==> src/rtl/stream_demux_pkg.sv <==
// Shared constants and state encoding for the stream_demux block.
package stream_demux_pkg;

    localparam int CNT_W = 16;
    localparam logic [CNT_W-1:0] CNT_MAX = '1;

    typedef enum logic {
        ST_EMPTY = 1'b0,
        ST_FULL  = 1'b1
    } state_t;

endpackage

==> src/rtl/stream_demux_sat_cnt.sv <==
// CNT_W-bit saturating event counter; holds at CNT_MAX until reset.
module stream_demux_sat_cnt
    import stream_demux_pkg::*;
(
    input  logic             clk,
    input  logic             rst,
    input  logic             inc,
    output logic [CNT_W-1:0] count
);

    always_ff @(posedge clk or posedge rst) begin
        if (rst) begin
            count <= '0;
        end else if (inc && (count != CNT_MAX)) begin
            count <= count + 1'b1;
        end
    end

endmodule

==> src/rtl/stream_demux.sv <==
// Registered 1-to-N valid/ready stream demultiplexer with a single-entry output stage.
// Per-channel delivered-beat counters are built only when STREAM_DEMUX_CNT_EN is defined.
module stream_demux
    import stream_demux_pkg::*;
#(
    parameter int   N_OUT  = 4,
    parameter int   DATA_W = 8,
    localparam int  SEL_W  = $clog2(N_OUT)
) (
    input  logic                   clk,
    input  logic                   rst,
    input  logic                   flush,
    input  logic                   in_valid,
    output logic                   in_ready,
    input  logic [DATA_W-1:0]      in_data,
    input  logic [SEL_W-1:0]       in_sel,
    output logic [N_OUT-1:0]       out_valid,
    input  logic [N_OUT-1:0]       out_ready,
    output logic [DATA_W-1:0]      out_data,
    output logic                   err,
    output logic [N_OUT*CNT_W-1:0] cnt
);

    state_t              state_q;
    state_t              state_d;
    logic [DATA_W-1:0]   data_q;
    logic [SEL_W-1:0]    dest_q;
    logic                sel_ok;
    logic                accept;
    logic                load;
    logic                drain;

    assign sel_ok   = (int'(in_sel) < N_OUT);
    assign drain    = (state_q == ST_FULL) && out_ready[dest_q];
    assign in_ready = !flush && ((state_q == ST_EMPTY) || out_ready[dest_q]);
    assign accept   = in_valid && in_ready;
    assign load     = accept && sel_ok;

    always_ff @(posedge clk or posedge rst) begin
        if (rst) begin
            state_q <= ST_EMPTY;
        end else begin
            state_q <= state_d;
        end
    end

    // Flush wins over everything; a valid load wins over a drain so the stage refills in the same cycle.
    always_comb begin
        state_d = state_q;
        if (flush) begin
            state_d = ST_EMPTY;
        end else if (load) begin
            state_d = ST_FULL;
        end else if (drain) begin
            state_d = ST_EMPTY;
        end
    end

    always_comb begin
        out_valid = '0;
        if (state_q == ST_FULL) begin
            out_valid[dest_q] = 1'b1;
        end
    end

    always_ff @(posedge clk or posedge rst) begin
        if (rst) begin
            data_q <= '0;
            dest_q <= '0;
            err    <= 1'b0;
        end else begin
            err <= accept && !sel_ok;
            if (load) begin
                data_q <= in_data;
                dest_q <= in_sel;
            end
        end
    end

    assign out_data = data_q;

`ifdef STREAM_DEMUX_CNT_EN
    for (genvar i = 0; i < N_OUT; i++) begin : g_cnt
        stream_demux_sat_cnt u_cnt (
            .clk   (clk),
            .rst   (rst),
            .inc   (drain && !flush && (int'(dest_q) == i)),
            .count (cnt[CNT_W*i +: CNT_W])
        );
    end
`else
    assign cnt = '0;
`endif

endmodule

==> config.mk <==
export PLATFORM = sky130hd
export DESIGN_NAME = stream_demux
export DESIGN_NICKNAME = d
export VERILOG_FILES = /design/src/rtl/stream_demux_pkg.sv /design/src/rtl/stream_demux_sat_cnt.sv /design/src/rtl/stream_demux.sv
export SDC_FILE = /design/constraint.sdc
export NUM_CORES = 1
export LEC_CHECK = 0
export BUFFER_PORTS_ARGS = -buffer_cell sky130_fd_sc_hd__buf_2
export CORE_UTILIZATION = 37
export CTS_BUF_LIST = sky130_fd_sc_hd__clkbuf_8
export CTS_CLUSTER_SIZE = 40
export DETAILED_ROUTE_END_ITERATION = 7
export PLACE_DENSITY = 0.81
export SLEW_MARGIN = 0
export SYNTH_ARGS = -nofsm -noshare
export SYNTH_HDL_FRONTEND = slang
export SYNTH_SLANG_ARGS = --single-unit
export TNS_END_PERCENT = 100
==> constraint.sdc <==
create_clock -name clk -period 2.2 [get_ports clk]
set_clock_uncertainty 0.15 [all_clocks]
set_input_delay 0.44 -clock clk [delete_from_list [all_inputs] [get_ports clk]]
set_output_delay 0.44 -clock clk [all_outputs]
set_load 0.05 [all_outputs]
After elaboration in Yosys (flattened, before gate mapping)

Cells that the tools add are included.

Register bits after elaboration: 11
Output and inout bits: 78
Bits of input ports: 18
Word-level logic and storage cells: 21

Muxes and demuxes: 8
Bitwise operators: 1
Magnitude comparators: 2
Reduce and logical (&&, ||, !) cells: 7

Operators by type and width:

| kind                                                               | count |
|---|---|
| two-way mux 1 bit                                                  | 5 |
| logical AND 1 bit                                                  | 4 |
| two-way mux 4 bit                                                  | 1 |
| less-than comparator 2 x 3 -> 1 bit (second input constant)        | 1 |
| nonzero test 3 bit                                                 | 1 |
| binary-select mux 1 bit (select 2 bit)                             | 1 |
| demux 1 bit (select 2 bit)                                         | 1 |
| greater-or-equal comparator 2 x 1 -> 1 bit (second input constant) | 1 |
| logical NOT 1 bit                                                  | 1 |
| logical OR 1 bit                                                   | 1 |
| inverter 1 bit                                                     | 1 |

Depth between registers and ports, before layout

Depth after elaboration: 7
Mapped depth: 3
Gate-level depth less buffers: 3

Worst setup path after synthesis

No wires, ideal clock.

Path kind: reg-to-output
Start point: register dest_q[0]
End point: output port in_ready
Required time: 1,610 ps
Path buffers: 0
Data arrival time: 1,906 ps
Setup slack: -296 ps
Stages on the path, launching flop included: 3
Cells stage by stage: dfrtp_1 > mux2i_1 > a221oi_1

Cells in the longest elaborated chain, start to end: 4

RTL lines:

| item                                    | line               | source |
|---|---|---|
| start: declaration                      | stream_demux.sv:27 | `logic [SEL_W-1:0] dest_q;` |
| start signal: assignment                | stream_demux.sv:75 | `dest_q <= in_sel;` |
| binary-select mux 1 bit (select 2 bit)  | stream_demux.sv:35 | `assign in_ready = !flush && ((state_q == ST_EMPTY) \|\| out_ready[dest_q]);` |
| two-way mux 1 bit (implied by the code) | stream_demux.sv:35 |  |
| logical OR 1 bit                        | stream_demux.sv:35 |  |
| logical AND 1 bit                       | stream_demux.sv:35 |  |
| end: declaration                        | stream_demux.sv:14 | `output logic in_ready,` |

No other way between the ends. The select of a mux whose other input is x is not followed.

Final worst setup path

Start point: register dest_q[1]
End point: output port out_valid[1]

Cells in the longest elaborated chain, start to end: 5
Elaborated cells between the ends (all ways): 6
Classes of those cells: order compare: 2; mux: 3; reduce/logical: 1

RTL lines:

| item                                                                                                                    | line               | source |
|---|---|---|
| less-than comparator 2 x 3 -> 1 bit (implied by the code) or greater-or-equal comparator 2 x 1 -> 1 bit (tied branches) | stream_demux.sv:62 | `out_valid[dest_q] = 1'b1;` |
| logical AND 1 bit (implied by the code)                                                                                 | stream_demux.sv:62 |  |
| two-way mux 1 bit (implied by the code)                                                                                 | stream_demux.sv:62 |  |
| demux 1 bit (select 2 bit) (*)                                                                                          | stream_demux.sv:62 |  |
| two-way mux 4 bit (*)                                                                                                   | stream_demux.sv:61 | `if (state_q == ST_FULL) begin` |
| end: declaration                                                                                                        | stream_demux.sv:17 | `output logic [N_OUT-1:0] out_valid,` |

Mark *: on every way between the ends. The rest lies on a longest branch, timed or not.

==> results_dict.tcl <==
set metrics [dict create \
    switchingPower_mw 0.5432 \
    synth_compound_area_frac 0.04370 \
    fp.dieW_um 54.05 \
    hold_viol_final 0 \
    drv_cap 0 \
    grt_pass1_wl_um 1807 \
    path_max_fanout 5 \
    postCtsSetupBuffers 0 \
    yosys-mux-area-fraction 0.1323 \
    area_growth_syn_to_layout_pct 0.2493 \
    yosys_warnings 0 \
    synth.most_common_cell "buf_4" \
    antenna_found_initial 0 \
    die_h_um 54.05 \
    drtPass1Iterations 2 \
    grt_pass1_vias 412 \
    routed_via_density 3.503 \
    p_sw_frac 0.5411 \
    drive_above_1_share 0.3778 \
    cts_htree_levels 1 \
    slowest_delay_ns 0.39 \
    start_kind "flop" \
    hold_class "input pin to asynchronous set/reset pin" \
    cts_buffers 3 \
    p_int_mw 0.4607 \
    p_per_area_nw_per_um2 999.3 \
    worstMarginPinSlew_ns 0.4601 \
    clkTransAtPathRegs_ns 0.05 \
    synth_xor_xnor_area_share 0 \
    crit_path_end "out_valid[1]" \
    crit_start "dest_q[1]" \
    synth.top_cell.area_share 0.4869 \
    place.gp.congestion 0.5998 \
    clock_power_share 0.193 \
    worstSetupEndpointType "output port" \
    synth_flop_cell "dfrtp_1" \
    core-area_um2 2522 \
    worstPathArrival_ns 1.49 \
    synth.cell_area_um2 1002 \
    path_class "flop to output port" \
    fillers 282 \
    routed_wl_um 1295 \
    drc 0 \
    combPwrFrac 0.538 \
    antenna_left 0 \
    synth.distinct_cells 15 \
    cts_buffer_depth 2 \
    cp_cell_sequence "nor2b_1 > and2_2 > buf_2" \
    outcome "finished, final reports clean" \
    ctsHoldBuffers 0 \
    yosysTopAreaCell "buf_4" \
    dieArea_um2 2921 \
    gr-total-overflow 0 \
    syn-instance-count 101 \
    cts_tree "yes" \
    crit_slowest_cell "dfrtp_1" \
    cts_sinks 11 \
    port_buffers 30 \
    finalSetupViolCount 0 \
    pwr-share-seq 0.269 \
    drt_iter0_markers 5 \
    cts-root-buf "clkbuf_8" \
    yosysSeqAreaShare 0.2747 \
    rsz0062_at_grt "false" \
    clkLatencyLatePin_ns 0.23 \
    synthArstFlopShare 1.000 \
    grt_max_degree 12 \
    via_count 578 \
    reg2reg_depth 4 \
    synth-adder-area-share 0 \
    total_power_mw 1.004 \
    diodes 0 \
    tns_ns 0 \
    synth_area_leaders "buf_4 (49%), dfrtp_1 (27%), mux2_2 (11%)" \
    grt_util_all_layers 0.09282 \
    dpl.hpwl_um 1107 \
    period_needed_ns 2.077 \
    synthTopCellsByCount "buf_4 (65), dfrtp_1 (11), mux2_2 (10)" \
    synth_top_family_by_area "buffers and inverters" \
    total_leakage_power_nw 0.5919 \
    synth_edf_count 0 \
    slew_violations 0 \
    critical_path_required_ns 1.61 \
    start_util 0.3973 \
    fmax_ghz 0.4814 \
    rows 18 \
    period_share 0.9442 \
    final_cell_count_no_fill 165 \
    dp_cells 161 \
    wire_per_inst_um 7.848 \
    post_synth.cell_area_avg_um2 9.923 \
    peakVddDrop_v 0.0004796 \
    fin_nets 154 \
    rrSetupSlack_ns 0.40 \
    r2r-end "out_data[1]" \
    r2r_start "dest_q[0]" \
    io_pins 96 \
    synth_seq_cells 11 \
    maxSlewHeadroom 0.6845 \
    yosys.area_share.simple 0.05493 \
]
## state kept, by name, indices dropped and copies added (netlist names)
name,count
out_data,8
state_q,1
dest_q,2
## cell usage in the layout, fill, tap and decap left out, drive strengths merged
| master | synthesis | final |
|---|---|---|
| buf | 65 | 31 |
| nand2b | 1 | 1 |
| conb | 1 | 65 |
| and2b | 2 | 2 |
| dfrtp | 11 | 11 |
| and3 | 1 | 1 |
| and2 | 2 | 2 |
| nor2 | 1 | 1 |
| mux2 | 10 | 10 |
| nor2b | 1 | 1 |
| a221oi | 3 | 3 |
| mux2i | 2 | 2 |
| clkbuf | 0 | 3 |
| inv | 1 | 2 |
## per-stage QoR
| step | area (µm²) | hold slack [ns] | util | worst slack (ns) |
|---|---|---|---|---|
| 6_report | 1005 | 0.04038 | 0.3983 | 0.1227 |
| 5_1_grt | 1005 | 0.08265 | 0.3983 | 0.02031 |
| 4_1_cts | 1001 | 0.04467 | 0.3968 | 0.09245 |
| 3_5_place_dp | 955.9 | 0.3007 | 0.3790 | 0.3211 |
| 3_3_place_gp | 955.9 | 0.3009 | 0.3790 | 0.3629 |
| 2_1_floorplan | 1249 | 0.1424 | - | 0.1676 |
## worst min-delay path by stage
stage	startpoint	to	slack, ns	depth (start not counted)
after floorplan	rst	dest_q[0]	0.14	1
after global placement	rst	out_data[0]	0.30	2
after detailed placement	rst	out_data[2]	0.30	2
after CTS	rst	out_data[1]	0.04	2
after global routing	rst	out_data[2]	0.08	2
final	rst	out_data[2]	0.04	2
## power by group through the flow
stage          clock network [mW]  logic [mW]  registers [mW]
6_report                    0.194       0.540           0.270
3_3_place_gp                    0       0.535           0.272
4_1_cts                     0.201       0.539           0.271
5_1_grt                     0.214       0.567           0.278
3_5_place_dp                    0       0.539           0.273
2_1_floorplan                   0       0.443           0.387
## what timing repair did
item,CTS,global route
resized for setup,0,1
hold endpoints to repair,0,0
setup endpoints to repair,0,1
## worst max-delay path: cells and delay by family (launching register included)
| family | cells | cell delay [ns] |
|---|---|---|
| and+or+nand+nor | 2 | 0.60 |
| DFF | 1 | 0.39 |
| buffers and inverters | 1 | 0.25 |
## cell families (layout without fill, tap and decap cells)
logic type / count (synthesis) / in the layout
mux: 12 / 12
compound gates: 3 / 3
flops: 11 / 11
other cells: 1 / 65
buf+inv: 66 / 36
simple gates: 8 / 8
## per-layer routing
layer | wire length (µm) | part of all wire | global-route usage
met4 | 0 | 0 | 0.05128
met5 | 0 | 0 | 0
met3 | 149 | 0.12 | 0.04802
met2 | 745 | 0.58 | 0.1564
met1 | 399 | 0.31 | 0.09137
## area by class of cell
type | count | area [µm²] | share of cell area
Clock buffer | 3 | 41.29 | 0.04110
Sequential cell | 11 | 275.3 | 0.2740
Multi-Input combinational cell | 88 | 485.5 | 0.4832
Inverter | 1 | 3.754 | 0.003736
Timing Repair Buffer | 31 | 157.7 | 0.1569
Tap cell | 30 | 37.54 | 0.03736
Clock inverter | 1 | 3.754 | 0.003736
(Power assumes the default switching activity.)
